===== config.mk =====
export PLATFORM = sky130hd
export DESIGN_NAME = ledcube_frame_scheduler_flat
export DESIGN_NICKNAME = d
export VERILOG_FILES = /design/src/rtl/ledcube_frame_scheduler_if.sv /design/src/rtl/ledcube_frame_scheduler.sv /design/src/flat_wrapper.sv
export SDC_FILE = /design/constraint.sdc
export NUM_CORES = 1
export LEC_CHECK = 0
export CAP_MARGIN = 20
export CELL_PAD_IN_SITES_DETAIL_PLACEMENT = 1
export CELL_PAD_IN_SITES_GLOBAL_PLACEMENT = 1
export CORE_ASPECT_RATIO = 1.4
export CORE_MARGIN = 2
export CORE_UTILIZATION = 39
export CTS_BUF_LIST = sky130_fd_sc_hd__clkbuf_8
export DETAILED_ROUTE_END_ITERATION = 8
export GPL_TIMING_DRIVEN = 0
export PLACE_DENSITY = 0.84
export SLEW_MARGIN = 5
export SYNTH_ARGS = -nofsm -noshare
export SYNTH_HDL_FRONTEND = slang
export SYNTH_SLANG_ARGS = --single-unit

===== constraint.sdc =====
create_clock -name CLK -period 5.84 [get_ports CLK]
set_clock_uncertainty 0.15 [all_clocks]
set_input_delay 1.752 -clock CLK [delete_from_list [all_inputs] [get_ports CLK]]
set_output_delay 1.752 -clock CLK [all_outputs]
set_load 0.005 [all_outputs]

===== src/rtl/ledcube_frame_scheduler_if.sv =====
// Host, frame-RAM and driver signals of the LED cube frame scheduler.
// The slave modport is the scheduler's view; master is the surrounding system.
interface ledcube_frame_scheduler_if;
    logic        EN;
    logic        HOST_WE;
    logic [9:0]  HOST_ADDR;
    logic [23:0] HOST_DATA;
    logic        HOST_SWAP_REQ;
    logic        HOST_READY;
    logic        HOST_SWAP_ACK;
    logic        WR_EN;
    logic [10:0] WR_ADDR;
    logic [23:0] WR_DATA;
    logic [9:0]  DRV_ADDR;
    logic [10:0] RD_ADDR;
    logic        DRV_START;
    logic        DRV_DONE;
    logic        FRONT_BANK;
    logic [15:0] FRAME_COUNT;
    logic        OVERRUN;

    modport slave (
        input  EN, HOST_WE, HOST_ADDR, HOST_DATA, HOST_SWAP_REQ, DRV_ADDR, DRV_DONE,
        output HOST_READY, HOST_SWAP_ACK, WR_EN, WR_ADDR, WR_DATA, RD_ADDR,
               DRV_START, FRONT_BANK, FRAME_COUNT, OVERRUN
    );

    modport master (
        output EN, HOST_WE, HOST_ADDR, HOST_DATA, HOST_SWAP_REQ, DRV_ADDR, DRV_DONE,
        input  HOST_READY, HOST_SWAP_ACK, WR_EN, WR_ADDR, WR_DATA, RD_ADDR,
               DRV_START, FRONT_BANK, FRAME_COUNT, OVERRUN
    );
endinterface


===== src/rtl/ledcube_frame_scheduler.sv =====
// Frame scheduler for the WS2812B LED cube: double-buffered frame RAM banks,
// one driver frame per refresh tick, bank swaps only at frame boundaries.
module ledcube_frame_scheduler #(
    parameter int PIXELS       = 512,
    parameter int FRAME_PERIOD = 333333
) (
    input  logic                     CLK,
    input  logic                     RESET,
    ledcube_frame_scheduler_if.slave bus
);
    localparam int            TW        = $clog2(FRAME_PERIOD);
    localparam logic [TW-1:0] T_LAST    = TW'(FRAME_PERIOD - 1);
    localparam logic [10:0]   PIX_LIMIT = 11'(PIXELS);

    typedef enum logic [2:0] {
        IDLE      = 3'd0,
        WAIT_TICK = 3'd1,
        SWAP      = 3'd2,
        START     = 3'd3,
        SENDING   = 3'd4
    } state_t;

    state_t        state_r, state_s;
    logic [TW-1:0] timer_r;
    logic          tick_pending_r, swap_pending_r, overrun_r;
    logic          front_bank_r, ack_r, drv_start_r;
    logic [15:0]   frame_count_r;
    logic          wr_en_r;
    logic [10:0]   wr_addr_r;
    logic [23:0]   wr_data_r;
    logic          wrap_s, in_frame_s, frame_done_s, write_ok_s;

    assign wrap_s       = (state_r != IDLE) && (timer_r == T_LAST);
    assign in_frame_s   = (state_r == SWAP) || (state_r == START) || (state_r == SENDING);
    assign frame_done_s = (state_r == SENDING) && bus.DRV_DONE;
    // Writes are blocked for the whole pending/SWAP window so the front bank is never touched.
    assign write_ok_s   = bus.HOST_WE && !swap_pending_r && ({1'b0, bus.HOST_ADDR} < PIX_LIMIT);

    // State register.
    always_ff @(posedge CLK or negedge RESET) begin
        if (!RESET) state_r <= IDLE;
        else        state_r <= state_s;
    end

    // Next-state decode.
    always_comb begin
        state_s = state_r;
        case (state_r)
            IDLE: begin
                if (bus.EN) state_s = WAIT_TICK;
                else        state_s = IDLE;
            end
            WAIT_TICK: begin
                if (tick_pending_r && swap_pending_r) state_s = SWAP;
                else if (tick_pending_r)              state_s = START;
                else if (!bus.EN)                     state_s = IDLE;
                else                                  state_s = WAIT_TICK;
            end
            SWAP:    state_s = START;
            START:   state_s = SENDING;
            SENDING: begin
                if (bus.DRV_DONE && bus.EN) state_s = WAIT_TICK;
                else if (bus.DRV_DONE)      state_s = IDLE;
                else                        state_s = SENDING;
            end
            default: state_s = IDLE;
        endcase
    end

    // Refresh timer plus tick, swap-request and overrun flags.
    always_ff @(posedge CLK or negedge RESET) begin
        if (!RESET) begin
            timer_r        <= {TW{1'b0}};
            tick_pending_r <= 1'b0;
            swap_pending_r <= 1'b0;
            overrun_r      <= 1'b0;
        end else begin
            if (state_r == IDLE) begin
                timer_r        <= {TW{1'b0}};
                tick_pending_r <= 1'b0;
            end else begin
                timer_r <= wrap_s ? {TW{1'b0}} : timer_r + TW'(1);
                // A wrap landing in START keeps the tick: it belongs to the next frame.
                if (wrap_s)                 tick_pending_r <= 1'b1;
                else if (state_r == START)  tick_pending_r <= 1'b0;
            end
            if (wrap_s && in_frame_s) overrun_r <= 1'b1;
            if (bus.HOST_SWAP_REQ)      swap_pending_r <= 1'b1;
            else if (state_r == SWAP)   swap_pending_r <= 1'b0;
        end
    end

    // Registered frame-control outputs, decoded from the upcoming state.
    always_ff @(posedge CLK or negedge RESET) begin
        if (!RESET) begin
            ack_r         <= 1'b0;
            drv_start_r   <= 1'b0;
            front_bank_r  <= 1'b0;
            frame_count_r <= 16'd0;
        end else begin
            ack_r       <= (state_s == SWAP);
            drv_start_r <= (state_s == START);
            if (state_s == SWAP) front_bank_r  <= ~front_bank_r;
            if (frame_done_s)    frame_count_r <= frame_count_r + 16'd1;
        end
    end

    // Host write path into the back bank.
    always_ff @(posedge CLK or negedge RESET) begin
        if (!RESET) begin
            wr_en_r   <= 1'b0;
            wr_addr_r <= 11'd0;
            wr_data_r <= 24'd0;
        end else begin
            wr_en_r <= write_ok_s;
            if (write_ok_s) begin
                wr_addr_r <= {~front_bank_r, bus.HOST_ADDR};
                wr_data_r <= bus.HOST_DATA;
            end
        end
    end

    assign bus.HOST_READY    = ~swap_pending_r;
    assign bus.HOST_SWAP_ACK = ack_r;
    assign bus.WR_EN         = wr_en_r;
    assign bus.WR_ADDR       = wr_addr_r;
    assign bus.WR_DATA       = wr_data_r;
    assign bus.RD_ADDR       = {front_bank_r, bus.DRV_ADDR};
    assign bus.DRV_START     = drv_start_r;
    assign bus.FRONT_BANK    = front_bank_r;
    assign bus.FRAME_COUNT   = frame_count_r;
    assign bus.OVERRUN       = overrun_r;
endmodule


===== src/flat_wrapper.sv =====
// flat-port wrapper written by rule: the top's interface ports become plain ports
module ledcube_frame_scheduler_flat 
#(
    parameter int PIXELS       = 512,
    parameter int FRAME_PERIOD = 333333
)
  (CLK, RESET, bus_EN, bus_HOST_WE, bus_HOST_ADDR, bus_HOST_DATA, bus_HOST_SWAP_REQ, bus_DRV_ADDR, bus_DRV_DONE, bus_HOST_READY, bus_HOST_SWAP_ACK, bus_WR_EN, bus_WR_ADDR, bus_WR_DATA, bus_RD_ADDR, bus_DRV_START, bus_FRONT_BANK, bus_FRAME_COUNT, bus_OVERRUN);
  ledcube_frame_scheduler_if bus_i ();
  input  logic CLK;
  input  logic RESET;
  input wire logic [$bits(bus_i.EN)-1:0] bus_EN;
  input wire logic [$bits(bus_i.HOST_WE)-1:0] bus_HOST_WE;
  input wire logic [$bits(bus_i.HOST_ADDR)-1:0] bus_HOST_ADDR;
  input wire logic [$bits(bus_i.HOST_DATA)-1:0] bus_HOST_DATA;
  input wire logic [$bits(bus_i.HOST_SWAP_REQ)-1:0] bus_HOST_SWAP_REQ;
  input wire logic [$bits(bus_i.DRV_ADDR)-1:0] bus_DRV_ADDR;
  input wire logic [$bits(bus_i.DRV_DONE)-1:0] bus_DRV_DONE;
  output wire logic [$bits(bus_i.HOST_READY)-1:0] bus_HOST_READY;
  output wire logic [$bits(bus_i.HOST_SWAP_ACK)-1:0] bus_HOST_SWAP_ACK;
  output wire logic [$bits(bus_i.WR_EN)-1:0] bus_WR_EN;
  output wire logic [$bits(bus_i.WR_ADDR)-1:0] bus_WR_ADDR;
  output wire logic [$bits(bus_i.WR_DATA)-1:0] bus_WR_DATA;
  output wire logic [$bits(bus_i.RD_ADDR)-1:0] bus_RD_ADDR;
  output wire logic [$bits(bus_i.DRV_START)-1:0] bus_DRV_START;
  output wire logic [$bits(bus_i.FRONT_BANK)-1:0] bus_FRONT_BANK;
  output wire logic [$bits(bus_i.FRAME_COUNT)-1:0] bus_FRAME_COUNT;
  output wire logic [$bits(bus_i.OVERRUN)-1:0] bus_OVERRUN;
  assign bus_i.EN = bus_EN;
  assign bus_i.HOST_WE = bus_HOST_WE;
  assign bus_i.HOST_ADDR = bus_HOST_ADDR;
  assign bus_i.HOST_DATA = bus_HOST_DATA;
  assign bus_i.HOST_SWAP_REQ = bus_HOST_SWAP_REQ;
  assign bus_i.DRV_ADDR = bus_DRV_ADDR;
  assign bus_i.DRV_DONE = bus_DRV_DONE;
  assign bus_HOST_READY = bus_i.HOST_READY;
  assign bus_HOST_SWAP_ACK = bus_i.HOST_SWAP_ACK;
  assign bus_WR_EN = bus_i.WR_EN;
  assign bus_WR_ADDR = bus_i.WR_ADDR;
  assign bus_WR_DATA = bus_i.WR_DATA;
  assign bus_RD_ADDR = bus_i.RD_ADDR;
  assign bus_DRV_START = bus_i.DRV_START;
  assign bus_FRONT_BANK = bus_i.FRONT_BANK;
  assign bus_FRAME_COUNT = bus_i.FRAME_COUNT;
  assign bus_OVERRUN = bus_i.OVERRUN;
  ledcube_frame_scheduler #(.PIXELS(PIXELS), .FRAME_PERIOD(FRAME_PERIOD)) u_core (.CLK(CLK), .RESET(RESET), .bus(bus_i));
endmodule

Yosys cells after proc, flatten, opt, wreduce, memory -nomap -nowiden:

Index checks and enable logic that the tools add are counted.

* memories kept: 0
* word-level logic and storage cells: 51
* register bits after elaboration: 80
* memory bits (writable): 0
* bits in latches: 0
* bits in read-only memories: 0

* reduce and logical (&&, ||, !) cells: 14
* $lt $le $gt $ge: 1
* multiplexer cells: 13
* div/mod/pow operators: 0
* bitwise logic cells: 2
* $mul: 0
* equal/unequal tests: 7
* shift-type cells: 0
* add/subtract/negate cells: 2

Operators with widths (count)
* 19-bit two-way mux: 2
* 19-bit by 1-bit adder with 19-bit output (second input constant): 1
* 19-bit equality test (second input constant): 1
* 16-bit by 1-bit adder with 16-bit output (second input constant): 1
* 3-bit one-hot mux with 5 select lines: 1
* 3-bit by 2-bit equality test with 1-bit output (second input constant): 4
* 3-bit two-way mux: 4
* 10-bit < comparator (second input constant): 1
* 1-bit logical AND: 7
* 1-bit two-way mux: 6
* 3-bit nonzero test: 2
* 3-bit by 1-bit equality test with 1-bit output (second input constant): 1
* 3-bit equality test (second input constant): 1
* 3-bit logical NOT: 1
* 1-bit logical OR: 2
* 1-bit inverter: 2
* 2-bit nonzero test: 1
* 1-bit logical NOT: 1

Depth between registers and ports, before layout:

* depth in word-level cells: 5
* depth in mapped cells: 7

Worst setup path after synthesis:

No wires, ideal clock.

* path kind: input port to output port
* start: input bus_DRV_ADDR[0]
* end: output bus_RD_ADDR[0]
* path slack: 2075 ps
* required time: 3938 ps
* cell stages on the path: 1
* data arrival time: 1863 ps
* path buffers: 1
* cell sequence: buf_4

RTL lines
* start, declared: RTL line flat_wrapper.sv:16 `input wire logic [$bits(bus_i.DRV_ADDR)-1:0] bus_DRV_ADDR;`
* end, declared: RTL line flat_wrapper.sv:23 `output wire logic [$bits(bus_i.RD_ADDR)-1:0] bus_RD_ADDR;`

No word-level cell between the ends.

Final worst setup path:

* start: input bus_DRV_ADDR[5]
* end: output bus_RD_ADDR[5]

No word-level cell between the ends.

==> results.md <==
- Worst path arrival time: 2.34 ns
- Final period util: 72.6%
- P_leak: 0.00217 uW
- Place WS: 1.60 ns
- Xor and xnor area share after synthesis: 7.69%
- WP depth: 2
- Avg Cell Area, Syn: 12.1 sq um
- Hpwl dp: 6.97 mm
- Site Rows: 41
- Layout Cell Area excl Fill: 4970 sq um
- Sink Count: 80
- DR vias/cell: 4.99
- CP max stage cell: clkdlybuf4s50_1
- FFs w/ async S/R, synth: 100%
- Setup TNS: 0 ns
- Worst slew margin: 62.8%
- Max-cap viol count: 0
- Placer Congestion: 0.752
- CTS Root Cell: clkbuf_8
- Remaining antenna violation count: 0
- Post-CTS Setup Repair Bufs: 0
- Netlist cell types: 45
- Starting Density: 39.5%
- Cell taking the most area after synthesis: dfrtp_1
- Die Width: 84.4 microns
- Final Critical Period: 4.24 ns
- Largest family of logic cells by synthesized area: simple AND/OR/NAND/NOR gates
- Dpl cell area: 4760 sq um
- Port Buffers: 107
- Final-stage net count: 464
- Final setup violation count: 0
- H-tree depth: 3
- Final Slew Violations: 0
- Worst path max stage delay: 0.51 ns
- EDFF count, synth: 0
- N_diodes: 0
- Cell Area, Synth: 3530 sq um
- Critical Path, Cell by Cell: buf_4 > clkdlybuf4s50_1
- Hold/Removal Path Class: flip-flop to flip-flop
- Initial antenna violation count: 0
- Final hold violations: 0
- Initial drt markers: 99
- FMAX: 236 MHz
- First-pass GRT wire length: 15.0 mm
- Area contributors post-synth: dfrtp_1, mux2_2, xnor2_1, nor2_1, buf_4
- Worst slew pin tran: 0.558 ns
- Vias in the first global route: 2864
- Worst r2r path cells: 7
- Util after Layout: 55.7%
- Unrepaired setup endpoints after global routing: false
- WHS Path Cells: 1
- I/O Pins: 118
- Grt ovf: 0
- YS warnings: 0
- Cell Pwr Density: 225 nW/um^2
- Clk_lat worst skew: 0.37 ns
- Net Count, Synth: 345
- Layout area overhead: 40.9%
- Drt first pass iters: 4
- Cell family with most CP delay: buffers and inverters
- Status: finished, final reports clean
- WHS: 0.333 ns
- DR vias: 2609
- DRC violations left: 0
- Filler cells: 938
- Most frequent cell after synthesis: dfrtp_1
- Clock slew at reported path FFs: 0.09 ns
- CP Buf/Inv Count: 2
- Routed length per placed instance: 17.8 microns
- Cells after Synth: 292
- Post-synthesis sequential area ratio: 56.7%
- Post-synth top cells: dfrtp_1, mux2_2, nor2_1, xnor2_1, nand2_1
- DIE HEIGHT: 117 microns
- Largest net degree at the start of global routing: 50
- Crit Path Class: primary input to output pin
- Synth Area in Adders: 1.06%
- Die area: 9840 sq um
- Top cell type's share of synthesized area: 56.7%
- CTS Buffer Depth: 2
- Startpoint Class: primary input
- Mux contribution to synthesized area: 11.4%
- Hold buffers post-CTS: 0
- Fin worst setup slack: 1.60 ns
- Crit path max fanout: 1
- WL final: 9.32 mm
- Crit end category: output pin
- CORE AREA: 8930 sq um
- #FFs+latches synth: 80
- Simple-Gate Fraction of Synth Area: 14.7%
- Worst vdd ir: 0.0969 mV
- Layout cells sized above 1: 17.5%
- CTS tree: yes
- Worst Path Required: 3.94 ns
- CTS resizes: 0
- GR Util All Layers: 19.9%
- Synth Flop Type: dfrtp_1
- Synth Area in Compound Gates: 2.87%
- Cts bufs inserted: 9
## layer usage
metal	up-vias	wire length [microns]	GRT usage (%)	part of all wire (%)
met2	69	5210	37.2	56
li1	1226	-	-	-
met4	0	188	8.57	2.0
met1	1300	3550	21.9	38
met3	14	366	4.10	3.9
met5	-	0	0	0
## cells by family (layout without fill, tap and decap cells)
kind of cell	after synthesis	after routing
AO/OA/AOI/OAI	15	15
XOR/XNOR	31	31
adder cells (fa/ha/maj)	3	3
buffers and inverters	35	159
flip-flops	80	80
multiplexers	36	36
AND/OR/NAND/NOR	92	92
## stage by stage
step / power [uW] / std cells
global placement: 675 / 506
detailed placement: 682 / 507
CTS: 1130 / 523
finish: 1120 / 523
global route: 1160 / 523
floorplan: 608 / 292
## flip-flops by register name, indices dropped and copies added, names as in the netlist
signal	flops
u_core.bus.WR_DATA	24
u_core.timer_r	19
u_core.bus.FRAME_COUNT	16
u_core.bus.WR_ADDR	11
u_core.state_r	3
u_core.bus.DRV_START	1
u_core.bus.FRONT_BANK	1
u_core.bus.HOST_SWAP_ACK	1
u_core.bus.OVERRUN	1
u_core.bus.WR_EN	1
u_core.swap_pending_r	1
u_core.tick_pending_r	1
## placed cells by master, fill, tap and decap left out, types with 3 or more instances in the layout
cell,n
clkdlybuf4s50_1,106
dfrtp_1,80
mux2_2,34
nor2_1,26
xnor2_1,25
inv_1,14
nand2_1,13
buf_4,12
nand4_1,10
clkbuf_8,9
nor3_1,8
nand3_1,8
nor4_1,7
xor2_1,6
clkbuf_1,4
buf_2,4
o21ai_0,3
and3_1,3
ha_1,3
## area by class of cell
cell class / count / area (sq um) / share of cell area (%)
Inverter: 12 / 45.0 / 0.906
Clock buffer: 9 / 124 / 2.49
Sequential cell: 80 / 2000 / 40.3
Multi-Input combinational cell: 177 / 1330 / 26.8
Buffer: 23 / 151 / 3.04
Clock inverter: 7 / 88.8 / 1.79
Timing Repair Buffer: 108 / 1100 / 22.0
Tap cell: 107 / 134 / 2.69
## where the power goes
group,internal [uW],leakage [uW],switching [uW]
Combinational,62.5,0.000980,32.6
Sequential,565,0.00107,8.66
Clock,238,0.000112,210
Total,865,0.00217,252
## path summary, 6_finish.rpt
kind | start | endpoint | slack (ns)
worst min register to register | u_core.bus.FRAME_COUNT[15] | u_core.bus.FRAME_COUNT[15] | 0.33
worst min-delay path | u_core.bus.FRAME_COUNT[15] | u_core.bus.FRAME_COUNT[15] | 0.33
max in group asynchronous | RESET | u_core.bus.WR_DATA[4] | 3.80
worst max-delay path | bus_DRV_ADDR[5] | bus_RD_ADDR[5] | 1.60
min in group asynchronous | RESET | u_core.swap_pending_r | 1.17
worst max register to register | u_core.timer_r[7] | u_core.timer_r[13] | 3.70
Power figures use the tool's default switching activity.
==> patch: new RTL, same flow settings <==
`FRAME_PERIOD` is set to 333333 in 2 places; all go to 166666.
--- a/src/rtl/ledcube_frame_scheduler.sv
+++ b/src/rtl/ledcube_frame_scheduler.sv
@@ -2,7 +2,7 @@
 // one driver frame per refresh tick, bank swaps only at frame boundaries.
 module ledcube_frame_scheduler #(
     parameter int PIXELS       = 512,
-    parameter int FRAME_PERIOD = 333333
+    parameter int FRAME_PERIOD = 166666
 ) (
     input  logic                     CLK,
     input  logic                     RESET,
--- a/src/flat_wrapper.sv
+++ b/src/flat_wrapper.sv
@@ -2,7 +2,7 @@
 module ledcube_frame_scheduler_flat 
 #(
     parameter int PIXELS       = 512,
-    parameter int FRAME_PERIOD = 333333
+    parameter int FRAME_PERIOD = 166666
 )
   (CLK, RESET, bus_EN, bus_HOST_WE, bus_HOST_ADDR, bus_HOST_DATA, bus_HOST_SWAP_REQ, bus_DRV_ADDR, bus_DRV_DONE, bus_HOST_READY, bus_HOST_SWAP_ACK, bus_WR_EN, bus_WR_ADDR, bus_WR_DATA, bus_RD_ADDR, bus_DRV_START, bus_FRONT_BANK, bus_FRAME_COUNT, bus_OVERRUN);
   ledcube_frame_scheduler_if bus_i ();
Check against the original RTL: same outputs for any inputs over 10 cycles, from zero or initial values and one cycle with RESET low; that may be too few to reach the edited logic, so the function may still have changed.
==> patch against the unedited design <==
Count of clock-buffer cells in the layout stayed put. Cell area is 0.65% lower. Non-clock buffer count is 3 lower. Clock power is 8.7% higher. Fmax is 0.12% higher. Sequential cell count is 1 lower. Power is 14% higher. Worst setup slack better by 0.0050 ns. Wire length is 2.5% lower. Synthesized area is 1.5% lower. Critical path depth stayed put. Critical path type unchanged. Largest cell class unchanged. Highest routed layer unchanged.
==> patch: results (changes against the unedited design) <==
* HPWL after DPL at 6.73 mm (-3.4%)
* Ys async rst share at 100% (unchanged)
* Leakage at 2.17 nW (+0.28%)
* Relative max-transition margin at 66.5% (+3.7 points)
* Resized Gates After CTS at 0 (unchanged)
* DRT iter0 DRCs at 82 (-17%)
* Largest register FFs at 24 (unchanged)
* Clock Latency Late Sink at 0.37 ns (about the same)
* Syn_nets at 334 (-3.2%)
* Vias per cell at 5.06 (+1.5%)
* Post-CTS Setup Repair Bufs at 0 (unchanged)
* Synth warnings at 0 (unchanged)
* Commonest non-fill, non-tap cell in the layout: clkdlybuf4s50_1
* Hold crit path type: reg -> reg
* GP Congestion at 0.801 (+6.6%)
* Compound-Gate Fraction of Synth Area at 3.42% (+0.55 points)
* Yosys cell types at 39 (-13%)
* Status: completed
* Fillers at 907 (-3.3%)
* Fin nets at 453 (-2.4%)
* Critical path arrival at 2.33 ns
* DRT Wirelength at 9.08 mm (-2.5%)
* CTS Buf Count at 9 (unchanged)
* 1st-pass router iterations at 6 (+2)
* Clock Path Buffers at 2 (unchanged)
* Sequential area share after synthesis at 56.9% (+0.16 points)
* Synth Area in Adders at 1.08% (+0.016 points)
* DP Area at 0.00470 mm^2 (-1.2%)
* Worst vdd ir at 143 uV (+47%)
* Largest stage delay on the critical path at 0.50 ns
* First-pass GRT wire length at 14.9 mm (-0.74%)
* Most frequent cells after synthesis: dfrtp_1, mux2_2, nor2_1
* Synth Area in XOR/XNOR at 8.03% (+0.34 points)
* Top_reg_cell synth: dfrtp_1
* Root Buffer: clkbuf_8
* H-tree levels at 3 (unchanged)
* CP top delay family: buffers and inverters
* Largest net degree at the start of global routing at 67 (+34%)
* Total Routing Usage GR at 20.2% (+0.22 points)
* Number of diodes at 0 (unchanged)
* Clock slew at reported path FFs at 0.07 ns (-0.02 ns)
* Post-synthesis mux area share at 11.6% (+0.21 points)
* Critical Path Fanout Max at 1 (unchanged)
* Initial antenna violation count at 0 (unchanged)
* Share of post-route cells with drive strength above 1 at 19.5% (+2.0 points)
* Largest cells by area after synthesis: dfrtp_1, mux2_2, xnor2_1
* Number of global-route vias before repair at 2797 (-2.3%)
* Port bufs at 107 (unchanged)
* DRC Markers at 0 (unchanged)
* CP max stage cell: clkdlybuf4s50_1
patch: logic make-up (layout without fill, tap and decap cells):
family,Yosys count,after routing
compound gates,14,14
xor+xnor,31,31
fa+ha+maj,3,3
buf+inv,30,154
flops,79,79
mux,36,36
simple gates,88,88
patch: area by class of cell:
class | instances | share of cell area [%]
Clock inverter | 7 | 2.28
Buffer | 20 | 2.74
Inverter | 10 | 0.760
Sequential cell | 79 | 40.0
Multi-Input combinational cell | 172 | 26.8
Clock buffer | 9 | 2.51
Timing Repair Buffer | 108 | 22.2
Tap cell | 105 | 2.66
patch: final timing paths:
check	from	to	slack, ns	depth (start not counted)
max in group asynchronous	RESET	u_core.timer_r[10]	3.87	2
min in group asynchronous	RESET	u_core.bus.WR_DATA[5]	1.08	1
max	bus_DRV_ADDR[6]	bus_RD_ADDR[6]	1.61	2
max reg2reg	u_core.timer_r[7]	u_core.timer_r[11]	3.74	5
min	u_core.bus.OVERRUN	u_core.bus.OVERRUN	0.32	1
min reg2reg	u_core.bus.OVERRUN	u_core.bus.OVERRUN	0.32	1
patch: per-layer routing:
metal  vias up  part of all wire (%)  track usage, %
li1       1204                     -               -
met1      1297                    37            22.7
met2        68                    57            37.0
met3        14                   3.8            4.13
met4         0                   2.4            8.82
met5         -                     0               0
patch: report_power, final:
part           internal, W  switching [W]  total, W
Clock             0.000282       0.000205  0.000487
Sequential        0.000578      0.0000245  0.000602
Combinational     0.000104      0.0000749  0.000179
Total             0.000964       0.000305   0.00127
patch: per-stage QoR:
stage	util [%]	setup slack, ns	hold WS [ns]	cells
global route	57.4	1.59	0.344	510
detailed placement	54.6	1.59	0.302	494
finish	57.4	1.61	0.315	510
global placement	54.3	0.0647	0.299	493
floorplan	-	2.08	0.301	281
CTS	57.4	1.59	0.318	510
